$ cat src/rtl/sar_search_ctrl.sv
// Successive-approximation search controller: drives guess into an external
// comparator, MSB first. Optional flag-sanity checking via SAR_FLAG_CHECK_EN.
module sar_search_ctrl #(
  parameter int WIDTH = 4,
  parameter int STEPW = 3
) (
  input  logic             clk,
  input  logic             rst_n,
  input  logic             start,
  input  logic             gt,
  input  logic             eq,
  input  logic             lt,
  output logic [WIDTH-1:0] guess,
  output logic             busy,
  output logic             done,
  output logic [WIDTH-1:0] result,
  output logic [STEPW-1:0] steps
`ifdef SAR_FLAG_CHECK_EN
  ,
  output logic             err
`endif
);

  localparam int IDXW = (WIDTH > 2) ? $clog2(WIDTH) : 1;

  localparam logic [1:0] IDLE  = 2'd0;
  localparam logic [1:0] TRIAL = 2'd1;
  localparam logic [1:0] DONE  = 2'd2;

  logic [1:0]       state;
  logic [IDXW-1:0]  bit_idx;
  logic [STEPW-1:0] cnt;
  logic [WIDTH-1:0] trial_guess;
  logic             last_step;

  assign busy      = (state == TRIAL);
  assign done      = (state == DONE);
  assign last_step = (bit_idx == '0);

  // The bit under test is kept only on gt; lt and the all-zero case clear it.
  always_comb begin
    trial_guess          = guess;
    trial_guess[bit_idx] = gt;
    if (!last_step) trial_guess[bit_idx - IDXW'(1)] = 1'b1;
  end

`ifdef SAR_FLAG_CHECK_EN
  logic flag_bad;
  assign flag_bad = !$onehot({gt, eq, lt});
`endif

  always_ff @(posedge clk or negedge rst_n) begin
    if (!rst_n) begin
      state   <= IDLE;
      guess   <= '0;
      result  <= '0;
      steps   <= '0;
      bit_idx <= IDXW'(WIDTH - 1);
      cnt     <= '0;
`ifdef SAR_FLAG_CHECK_EN
      err     <= 1'b0;
`endif
    end else begin
      case (state)
        IDLE: begin
          if (start) begin
            guess   <= {1'b1, {(WIDTH-1){1'b0}}};
            bit_idx <= IDXW'(WIDTH - 1);
            cnt     <= STEPW'(1);
`ifdef SAR_FLAG_CHECK_EN
            err     <= 1'b0;
`endif
            state   <= TRIAL;
          end
        end
        TRIAL: begin
`ifdef SAR_FLAG_CHECK_EN
          if (flag_bad) begin
            err    <= 1'b1;
            result <= '0;
            steps  <= cnt;
            state  <= DONE;
          end else
`endif
          if (eq) begin
            result <= guess;
            steps  <= cnt;
            state  <= DONE;
          end else if (last_step) begin
            guess  <= trial_guess;
            result <= trial_guess;
            steps  <= cnt;
            state  <= DONE;
          end else begin
            guess   <= trial_guess;
            bit_idx <= bit_idx - IDXW'(1);
            cnt     <= cnt + STEPW'(1);
          end
        end
        DONE:    state <= IDLE;
        default: state <= IDLE;
      endcase
    end
  end

endmodule
$ cat config.mk
export PLATFORM = sky130hd
export DESIGN_NAME = sar_search_ctrl
export DESIGN_NICKNAME = d
export VERILOG_FILES = /design/src/rtl/sar_search_ctrl.sv
export SDC_FILE = /design/constraint.sdc
export NUM_CORES = 1
export LEC_CHECK = 0
export ABC_AREA = 1
export CAP_MARGIN = 20
export CORE_ASPECT_RATIO = 0.8
export CORE_MARGIN = 5
export CORE_UTILIZATION = 35
export DETAILED_ROUTE_END_ITERATION = 8
export GPL_TIMING_DRIVEN = 0
export PLACE_DENSITY = 0.65
export RECOVER_POWER = 50
export SLEW_MARGIN = 20
export SYNTH_ARGS = -nofsm -noshare
export SYNTH_HDL_FRONTEND = slang
export SYNTH_SLANG_ARGS = --single-unit
$ cat constraint.sdc
create_clock -name clk -period 1.4 [get_ports clk]
set_input_delay 0.28 -clock clk [delete_from_list [all_inputs] [get_ports clk]]
set_output_delay 0.28 -clock clk [all_outputs]
set_load 0.05 [all_outputs]
==> qor.yml <==
hold_viol: 0
synthesis.nets: 131
final_antenna_net_count: 0
initial_utilization: 0.3566
grt_max_degree: 19
drive_above_1_share: 0.3129
die_area_mm2: 0.003908
grt_pass1_wl_mm: 3.443
worstSetupPathType: "reg2reg"
cts_tree: "built"
start_kind: "register"
final_cell_count_no_fill: 185
avgSynthCellArea_um2: 8.096
ys_top_cells_by_area: "dfrtp_1 (42%), nand2_1 (16%), ha_1 (7.8%)"
path_cells: "inv_4 -> ha_4 -> o21ai_4 -> inv_2 -> nor2_1 -> a21oi_1"
yosysUniqueCellTypes: 17
worst_pin_slew_ns: 0.8075
slowest_stage: "dfstp_2"
status: "finished with violations"
remaining_drc_errors: 0
netlist_area_um2: 963.4
clk_latency_ns: 0.29
fin_crit_ns: 1.410
die_y_um: 56.93
clock_path_buffers: 2
hp-start: "eq"
ir_drop_v: 0.001379
cellLeakagePower_nw: 0.6749
drt_iter0_markers: 36
core_area_mm2: 0.002701
nets: 160
grt_usage: 0.1149
synth_edf_count: 0
cp-end-kind: "register"
areaGrowthSynthToFinish_pct: 37.14
power.total_w: 0.003420
max-slew-margin-rel: 0.4599
critPathMaxFanout: 7
ys_ff_latch: 18
maxCapViolCount: 0
h-tree-depth: 1
r2r_start: "bit_idx[0]"
antenna_found_initial: 0
synth_top_area_frac: 0.4156
hp-class: "in2reg"
syn_inst: 119
wl_per_cell_um: 10.87
multi_input_area_um2: 460.4
finalSetupViolations: 3
nFillCells: 273
grt_pass1_vias: 800
rsz0062_at_grt: "true"
num_antenna_cells: 0
root_buffer: "clkbuf_4"
ios: 19
dp_hpwl_mm: 1.492
power_density_mw_per_mm2: 2589
violations: "setup timing"
yosys.area.top_type: "dfrtp_1"
required_ns: 1.58
cp.arrival_ns: 1.59
overflow: 0
ys.flop_type: "dfrtp_1"
slew_violations: 0
rows: 17
slowest_delay_ns: 0.58
min_period_over_period: 1.007
path_clk_slew_ns: 0.11
viasPerCell: 4.378
die_w_um: 68.66
cts_hold_buf: 0
skew_ns: 0.009329
wl_mm: 2.011
seq_area_um2: 452.9
post-place-ws_ns: -0.3172
cts_buffers: 3
yosysMostFrequentCell: "nand2_1"
place_congestion: 0.8447
critPathLaunch: "bit_idx[0]"
yosysSeqAreaShare: 0.4701
drt-pass1-iter-count: 4
timing.hold.ws_ns: 0.3156
fmax_mhz: 709.3
synth_commonest_cells: "nand2_1 (40), dfrtp_1 (16), inv_1 (15), nor2_1 (11), nand3_1 (7)"
vias: 810
postLayoutCoreUtil: 0.4891
portBuffers: 16
dpl.cell_count: 173
yosysWarnings: 0
async_flop_share: 1.000
clock-sinks: 18
setup_slack_ns: -0.009798
-- per-layer routing --
layer / routed length (um) / up-vias / global-route usage
met5: 0 / - / 0
met2: 961 / 19 / 0.1823
met4: 4 / 0 / 0.01700
met3: 109 / 2 / 0.04200
met1: 937 / 367 / 0.1515
li1: - / 422 / -
-- flip-flops by register name, summed over array words and instances (netlist names) --
signal and flops:
guess 4, steps 3, result 4, cnt 3
bit_idx 2, state 2
-- kinds of logic after synthesis --
group,share of synthesized area
adder cells (fa/ha/maj),0.07792
buffers and inverters,0.08181
XOR/XNOR,0.009093
flip-flops,0.4701
AO/OA/AOI/OAI,0.08442
AND/OR/NAND/NOR,0.2766
-- path summary, 6_finish.rpt --
check / end / cells after the start / slack [ns]
worst max-delay path: result[2] / 6 / -0.01
worst min-delay path: result[1] / 4 / 0.32
worst max register to register: result[2] / 6 / -0.01
worst min register to register: result[0] / 2 / 0.48
max in group asynchronous: result[0] / 1 / 0.38
min in group asynchronous: steps[0] / 1 / 0.51
-- layout make-up --
cell class | count | area share
plain buffers | 1 | 0.008523
clock buffers | 4 | 0.02746
inverters | 18 | 0.05871
multi-input cells | 82 | 0.3485
flip-flops and latches | 18 | 0.3428
well taps | 38 | 0.03598
repair buffers | 24 | 0.1780
-- cells in the final DEF, fill, tap and decap left out, types with 2 or more instances in the layout --
cell,instances
clkdlybuf4s18_2,2
buf_4,7
inv_2,3
nand2_1,38
o211ai_1,2
clkbuf_4,3
buf_6,3
dfrtp_1,16
nand2_4,2
nand2_2,3
inv_1,11
o21ai_0,4
ha_1,4
dfstp_2,2
clkdlybuf4s15_2,8
clkdlybuf4s50_1,2
a21oi_1,4
nand3_1,6
inv_4,4
nor2_1,11
-- metrics by stage --
stage               TNS (ns)  instance area, um2
finish              -0.02466                1321
global route         -0.3197                1321
CTS                        0                1276
detailed placement    -1.733                1184
global placement      -1.503                1184
floorplan                  0               975.9
-- critical path, delay by kind of cell (launching register included) --
family	cells	cell delay, ns
compound gates	2	0.28
flops	1	0.58
simple gates	1	0.10
fa+ha+maj	1	0.18
buf+inv	2	0.16
-- report_power, final --
part,internal (W),total [W],switching [W]
Clock,0.000158,0.000314,0.000156
Sequential,0.000775,0.000941,0.000167
Combinational,0.000766,0.00216,0.00140
Total,0.00170,0.00342,0.00172
-- repair_timing --
| action | CTS | global route |
|---|---|---|
| gates cloned | 0 | 0 |
| pin swaps | 1 | 5 |
| resized for setup | 49 | 18 |
| buffers inserted | 5 | 3 |
| hold endpoints to repair | 0 | 0 |
| setup endpoints to repair | 27 | 12 |
No activity file was read; power rests on OpenSTA's default activity.
